## src/rtl/spi_cmd_selector_if.sv

```systemverilog
// Bus between the channel sequencer and the MOSI command encoder.
interface spi_cmd_selector_if;
  logic [5:0]  channel;
  logic [1:0]  bias;
  logic [1:0]  gain;
  logic [15:0] MOSI_cmd;
  logic        cmd_err;

  // Sequencer side: requests a conversion and receives the encoded word.
  modport master (
    output channel,
    output bias,
    output gain,
    input  MOSI_cmd,
    input  cmd_err
  );

  // Encoder side.
  modport slave (
    input  channel,
    input  bias,
    input  gain,
    output MOSI_cmd,
    output cmd_err
  );
endinterface

```

## src/rtl/spi_cmd_selector.sv

```systemverilog
// Registered encoder: channel/bias/gain -> 16-bit SPI convert command with even parity.
// Illegal requests raise cmd_err; out-of-range channels produce a NOP word.
module spi_cmd_selector #(
  parameter int unsigned NUM_CH = 16,
  parameter logic [1:0]  CMD_OP = 2'b01
) (
  input  logic                 CLK,
  input  logic                 RST,
  spi_cmd_selector_if.slave    bus
);

  localparam logic [1:0] BiasForbidden = 2'b10;
  localparam logic [1:0] BiasInternal  = 2'b01;

  logic [15:0] mosi_cmd_d, mosi_cmd_q;
  logic        cmd_err_d, cmd_err_q;
  logic [1:0]  bias_eff;
  logic        ch_oor;
  logic        bias_bad;
  logic [15:0] word_raw;

  // Decode the request: substitute forbidden bias, build word, pick NOP on bad channel.
  always_comb begin
    ch_oor     = 32'(bus.channel) >= NUM_CH;
    bias_bad   = (bus.bias == BiasForbidden);
    bias_eff   = bias_bad ? BiasInternal : bus.bias;
    word_raw   = {CMD_OP, bus.channel, bias_eff, bus.gain, 3'b000, 1'b0};
    // Parity over [15:1] makes the full word's popcount even.
    word_raw[0] = ^word_raw[15:1];
    mosi_cmd_d = word_raw;
    cmd_err_d  = bias_bad;
    if (ch_oor) begin
      mosi_cmd_d = 16'h0000;
      cmd_err_d  = 1'b1;
    end
  end

  // Output registers; synchronous reset has priority.
  always_ff @(posedge CLK) begin
    if (RST) begin
      mosi_cmd_q <= 16'h0000;
      cmd_err_q  <= 1'b0;
    end else begin
      mosi_cmd_q <= mosi_cmd_d;
      cmd_err_q  <= cmd_err_d;
    end
  end

  assign bus.MOSI_cmd = mosi_cmd_q;
  assign bus.cmd_err  = cmd_err_q;

endmodule

```

## src/flat_wrapper.sv

```systemverilog
// flat-port wrapper written by rule: the top's interface ports become plain ports
module spi_cmd_selector_flat 
#(
  parameter int unsigned NUM_CH = 16,
  parameter logic [1:0]  CMD_OP = 2'b01
)
  (CLK, RST, bus_channel, bus_bias, bus_gain, bus_MOSI_cmd, bus_cmd_err);
  spi_cmd_selector_if bus_i ();
  input  logic CLK;
  input  logic RST;
  input wire logic [$bits(bus_i.channel)-1:0] bus_channel;
  input wire logic [$bits(bus_i.bias)-1:0] bus_bias;
  input wire logic [$bits(bus_i.gain)-1:0] bus_gain;
  output wire logic [$bits(bus_i.MOSI_cmd)-1:0] bus_MOSI_cmd;
  output wire logic [$bits(bus_i.cmd_err)-1:0] bus_cmd_err;
  assign bus_i.channel = bus_channel;
  assign bus_i.bias = bus_bias;
  assign bus_i.gain = bus_gain;
  assign bus_MOSI_cmd = bus_i.MOSI_cmd;
  assign bus_cmd_err = bus_i.cmd_err;
  spi_cmd_selector #(.NUM_CH(NUM_CH), .CMD_OP(CMD_OP)) u_core (.CLK(CLK), .RST(RST), .bus(bus_i));
endmodule
```

## config.mk

```make
export PLATFORM = sky130hd
export DESIGN_NAME = spi_cmd_selector_flat
export DESIGN_NICKNAME = d
export VERILOG_FILES = /design/src/rtl/spi_cmd_selector_if.sv /design/src/rtl/spi_cmd_selector.sv /design/src/flat_wrapper.sv
export SDC_FILE = /design/constraint.sdc
export NUM_CORES = 1
export LEC_CHECK = 0
export BUFFER_PORTS_ARGS = -buffer_cell sky130_fd_sc_hd__buf_2
export CORE_AREA = 2 2 39 41
export CTS_CLUSTER_SIZE = 30
export DETAILED_ROUTE_END_ITERATION = 16
export DIE_AREA = 0 0 41 43
export PLACE_DENSITY = 0.66
export SETUP_SLACK_MARGIN = 0.5
export SLEW_MARGIN = 40
export SYNTH_ARGS = -nofsm -noshare
export SYNTH_HDL_FRONTEND = slang
export SYNTH_SLANG_ARGS = --single-unit
```

## constraint.sdc

```tcl
create_clock -name CLK -period 1 [get_ports CLK]
set_clock_uncertainty 0.15 [all_clocks]
set_input_delay 0.15 -clock CLK [delete_from_list [all_inputs] [get_ports CLK]]
set_output_delay 0.15 -clock CLK [all_outputs]
set_load 0.01 [all_outputs]
```

==> flow_metrics.py, run 1 <==
metrics = {
    "outcome": {
        "outcome": "finished with violations",
        "violations": "hold timing, setup timing",
    },
    "timing": {
        "hold_slack_ns": -0.0510,
        "hold_viol_final": 7,
        "fin_ws_ns": -0.00903,
        "final-setup-viol-count": 6,
        "min_period_over_period": 1.01,
        "period_needed_ns": 1.01,
        "rsz0062_at_grt": "yes",
        "max_freq_ghz": 0.991,
        "final-max-slew-violation-count": 0,
    },
    "placement": {
        "dp_hpwl_um": 596,
        "place_congestion": 0.664,
        "dpl_cell_area_um2": 669,
        "io_buffers": 24,
        "place_ws_ns": -0.103,
    },
    "grt": {
        "antenna_found_initial": 0,
        "overflow": 0,
        "grt_usage": 0.124,
        "grt_max_degree": 9,
        "grt_pass1_wl_um": 1440,
        "grt_pass1_vias": 354,
    },
    "yosys": {
        "synth-seq-cells": 13,
        "synth.area.top_cells": "dfxtp_1 59%, xnor2_1 14%, and2_1 9.9%",
        "synth_seq_area_share": 0.589,
        "synth_area_leader_cell": "dfxtp_1",
        "netlist.area_leader.share": 0.589,
        "netlist_instances": 38,
        "yosysUniqueCellTypes": 11,
        "synth.cell_area_um2": 442,
        "yosys_warnings": 0,
        "syn_area_per_cell_um2": 11.6,
    },
    "layout": {
        "design_area_um2": 920,
        "mostFrequentLayoutCells": "21 x buf_6, 12 x dfxtp_2, 6 x and2_4, 6 x conb_1",
        "areaGrowthSynthToFinish_pct": 108,
        "layout_commonest_cell": "buf_6",
        "diodes": 0,
        "layout-drive-gt1-share": 0.824,
        "fin_nets": 87,
    },
    "route": {
        "vias_per_cell": 4.02,
        "routed_wl_um": 965,
        "detail-route-antenna-nets": 0,
        "route.detailed.drc": 0,
        "vias": 362,
        "wire_per_inst_um": 10.7,
        "dr.pass1.iters": 3,
        "drtIter0Drc": 1,
    },
    "floorplan": {
        "die-area_um2": 1760,
        "core_area_um2": 1380,
        "fp-row-count": 14,
        "ios": 29,
        "die_h_um": 43,
        "die_w_um": 41,
        "start_util": 0.319,
    },
    "pwr": {
        "irDropWorstVdd_mv": 0.630,
        "power_density_nw_per_um2": 1230,
        "p_leak_uw": 0.000426,
        "p_total_uw": 1130,
    },
    "setup_path": {
        "crit_buf_inv": 1,
        "max_stage_delay_ns": 0.33,
        "critPathLaunchType": "flip-flop",
        "crit_required_ns": 0.70,
        "cp-end-kind": "primary output",
        "cp.arrival_ns": 0.71,
        "cp_slowest_cell": "dfxtp_2",
        "cpLargestDelayFamily": "flip-flops",
        "cp_cell_sequence": "buf_6",
        "path_max_fanout": 1,
        "criticalPathCategory": "reg2out",
    },
    "cts": {
        "clk_pin_slew_worst_paths_ns": 0.08,
        "cts_made_buffers": 3,
        "cts_tree": "built",
        "cts-htree-levels": 1,
        "cts_buffer_depth": 2,
        "cts.root.buffer_cell": "clkbuf_4",
        "cts.sinks": 13,
    },
    "flow_run": {
        "cap_violations": 0,
    },
    "hold_path": {
        "hold_path_class": "in2reg",
    },
}
## metal layers
layer | global-route usage | part of all wire
met5 | 0 | 0
met4 | 0.0800 | 0
met3 | 0.0314 | 0.072
met2 | 0.203 | 0.59
met1 | 0.131 | 0.34
## where the power goes
| part | switching (uW) | internal, uW | total, uW |
|---|---|---|---|
| Clock | 166 | 154 | 321 |
| Sequential | 8.01 | 541 | 549 |
| Combinational | 95.4 | 169 | 265 |
## registers in the layout, summed over array words and instances, names as in the netlist
name                 flops
u_core.bus.cmd_err       1
u_core.bus.MOSI_cmd     12
## worst paths after layout
kind                          startpoint                endpoint  slack (ns)  depth (start not counted)
setup / recovery  u_core.bus.MOSI_cmd[5]         bus_MOSI_cmd[5]      -0.009                          1
hold / removal            bus_channel[1]  u_core.bus.MOSI_cmd[9]       -0.05                          2
## final cells by class
type,count,area [um^2]
multi-input cells,26,262
fillers,106,464
clock buffers,4,26.3
flip-flops and latches,13,275
well taps,16,20.0
repair buffers,31,337
## synthesized netlist by cell type
| library cell | count |
|---|---|
| a21oi_1 | 1 |
| and2_1 | 7 |
| and3_2 | 1 |
| buf_4 | 4 |
| conb_1 | 1 |
| dfxtp_1 | 13 |
| nor2_1 | 1 |
| nor3_2 | 1 |
| o21a_1 | 1 |
| or2b_2 | 1 |
| xnor2_1 | 7 |
## kinds of logic (layout without fill, tap and decap cells)
| group | after synthesis | count (layout) | synth area share |
|---|---|---|---|
| AOI/OAI and AO/OA | 2 | 2 | 0.0283 |
| xor gates and xnor gates | 7 | 7 | 0.139 |
| buffers and inverters | 4 | 35 | 0.0680 |
| DFF | 13 | 13 | 0.589 |
| other | 1 | 6 | 0.00849 |
| and+or+nand+nor | 11 | 11 | 0.167 |
## stage by stage
step                      instances   util  TNS (ns)
after detailed placement         83  0.484    -0.103
final                            90  0.665   -0.0189
after CTS                        89  0.634   -0.0504
after global placement           83  0.484   -0.0878
after global routing             90  0.665    -0.288
after floorplan                  43      -         0
## repair_timing
action                                  4_1_cts  5_1_grt
endpoints found under the hold margin         8        7
gates resized for setup                      36        9
setup buffers                                 2        1
endpoints found under the setup margin       24       24
pin swaps                                    17       10
(Power assumes the default switching activity.)
==> run 2: changes to the inputs <==
--- a/config.mk
+++ b/config.mk
@@ -7,6 +7,8 @@
 export LEC_CHECK = 0
 export BUFFER_PORTS_ARGS = -buffer_cell sky130_fd_sc_hd__buf_2
 export CORE_AREA = 2 2 39 41
+export CTS_BUF_LIST = sky130_fd_sc_hd__clkbuf_16
+export CTS_CLUSTER_DIAMETER = 120
 export CTS_CLUSTER_SIZE = 30
 export DETAILED_ROUTE_END_ITERATION = 16
 export DIE_AREA = 0 0 41 43
==> run 2 against run 1 <==
The flow finishes with violations (hold timing). Routed wire length grew 3.3%. Maximum frequency is 3.8% higher. Sequential share of layout area down 0.64 points. Critical path depth did not move. Cell count shrank 1.1%. Die area did not move. Via count shrank 1.4%. Worst hold slack better by 0.029 ns. Core utilization rose by 1.4 points. Largest power group is now clock.
==> flow_metrics.py, run 2 (same netlist as run 1, synthesis figures left out) <==
metrics = {
    "outcome": {
        "outcome": "finished with violations",
        "violations": "hold timing",
    },
    "route": {
        "route.detailed.drc": 0,
        "vias_per_cell": 4.01,
        "detail-route-antenna-nets": 0,
        "vias": 357,
        "dr.pass1.iters": 4,
        "routed_wl_um": 997,
        "wire_per_inst_um": 11.2,
        "drtIter0Drc": 5,
    },
    "cts": {
        "cts_buffer_depth": 2,
        "cts_tree": "built",
        "cts.root.buffer_cell": "clkbuf_16",
        "cts-htree-levels": 1,
        "cts_made_buffers": 3,
        "clk_pin_slew_worst_paths_ns": 0.04,
        "cts.sinks": 13,
    },
    "timing": {
        "final-max-slew-violation-count": 0,
        "final-setup-viol-count": 0,
        "period_needed_ns": 0.972,
        "max_freq_ghz": 1.03,
        "rsz0062_at_grt": "yes",
        "min_period_over_period": 0.972,
        "hold_viol_final": 2,
        "hold_slack_ns": -0.0220,
    },
    "setup_path": {
        "cp.arrival_ns": 0.67,
        "cpLargestDelayFamily": "flip-flops",
        "path_max_fanout": 1,
        "crit_required_ns": 0.70,
        "critPathLaunchType": "flip-flop",
        "crit_buf_inv": 1,
        "crit_start": "u_core.bus.MOSI_cmd[11]",
        "cp-end-kind": "primary output",
        "cp_slowest_cell": "dfxtp_2",
        "criticalPathCategory": "reg2out",
        "max_stage_delay_ns": 0.32,
        "cp_cell_sequence": "buf_6",
    },
    "flow_run": {
        "cap_violations": 0,
    },
    "pwr": {
        "p_leak_uw": 0.000438,
        "power_density_nw_per_um2": 1630,
        "p_total_uw": 1530,
        "irDropWorstVdd_mv": 1.35,
    },
    "layout": {
        "largest_register_ffs": 12,
        "diodes": 0,
        "final_core_utilization": 0.679,
        "layout-drive-gt1-share": 0.781,
        "layout_commonest_cell": "buf_6",
        "mostFrequentLayoutCells": "21 x buf_6, 12 x dfxtp_2, 6 x conb_1",
        "areaGrowthSynthToFinish_pct": 113,
        "fin_nets": 86,
    },
    "floorplan": {
        "die_h_um": 43,
        "die-area_um2": 1760,
        "fp-row-count": 14,
        "die_w_um": 41,
        "core_area_um2": 1380,
        "ios": 29,
        "start_util": 0.319,
    },
    "hold_path": {
        "hold_path_class": "in2reg",
        "worstHoldStart": "bus_channel[3]",
    },
    "grt": {
        "grt_pass1_wl_um": 1410,
        "antenna_found_initial": 0,
        "grt_pass1_vias": 329,
        "grt_usage": 0.123,
        "grt_max_degree": 9,
        "overflow": 0,
    },
    "placement": {
        "io_buffers": 24,
        "dp_hpwl_um": 596,
        "place_congestion": 0.664,
    },
}
-- run 2: metrics by stage --
| step | hold WS, ns | setup TNS [ns] | std cells | setup slack, ns | cell area, um^2 |
|---|---|---|---|---|---|
| 6_report | -0.0220 | 0 | 89 | 0.0279 | 940 |
| 5_1_grt | -0.0105 | 0 | 89 | 0.0235 | 940 |
| 4_1_cts | -0.0260 | 0 | 89 | 0.0335 | 923 |
| 3_5_place_dp | 0.201 | -0.103 | 83 | -0.103 | 669 |
| 3_3_place_gp | 0.201 | -0.0878 | 83 | -0.0878 | 669 |
| 2_1_floorplan | 0.0551 | 0 | 43 | 0.0763 | 529 |
-- run 2: power by group --
part	internal [uW]	switching, uW
Clock	526	202
Sequential	544	8.50
Combinational	159	90.6
-- run 2: final timing paths --
path | end | slack, ns | cells past startpoint
worst min-delay path | u_core.bus.MOSI_cmd[11] | -0.02 | 2
worst max-delay path | bus_MOSI_cmd[11] | 0.03 | 1
-- run 2: routing by layer --
layer / wire (um) / up-vias / global-route usage
met1: 363 / 159 / 0.137
met3: 70 / 0 / 0.0314
met5: 0 / - / 0
met4: 0 / 0 / 0.0800
met2: 563 / 20 / 0.194
li1: - / 178 / -
-- run 2: layout make-up --
class | count | area [um^2]
clock buffer | 3 | 75.1
clock inverter | 1 | 3.75
fill | 107 | 444
multi-input combinational | 26 | 254
sequential | 13 | 275
tap | 16 | 20.0
timing repair buffer | 30 | 312
-- run 2: what timing repair did --
action / in CTS / in global routing
cloned: 0 / 0
endpoints found under the hold margin: 5 / 2
setup endpoints to repair: 24 / 24
resized for setup: 34 / 3
pin swaps: 17 / 1
setup buffers: 2 / 0
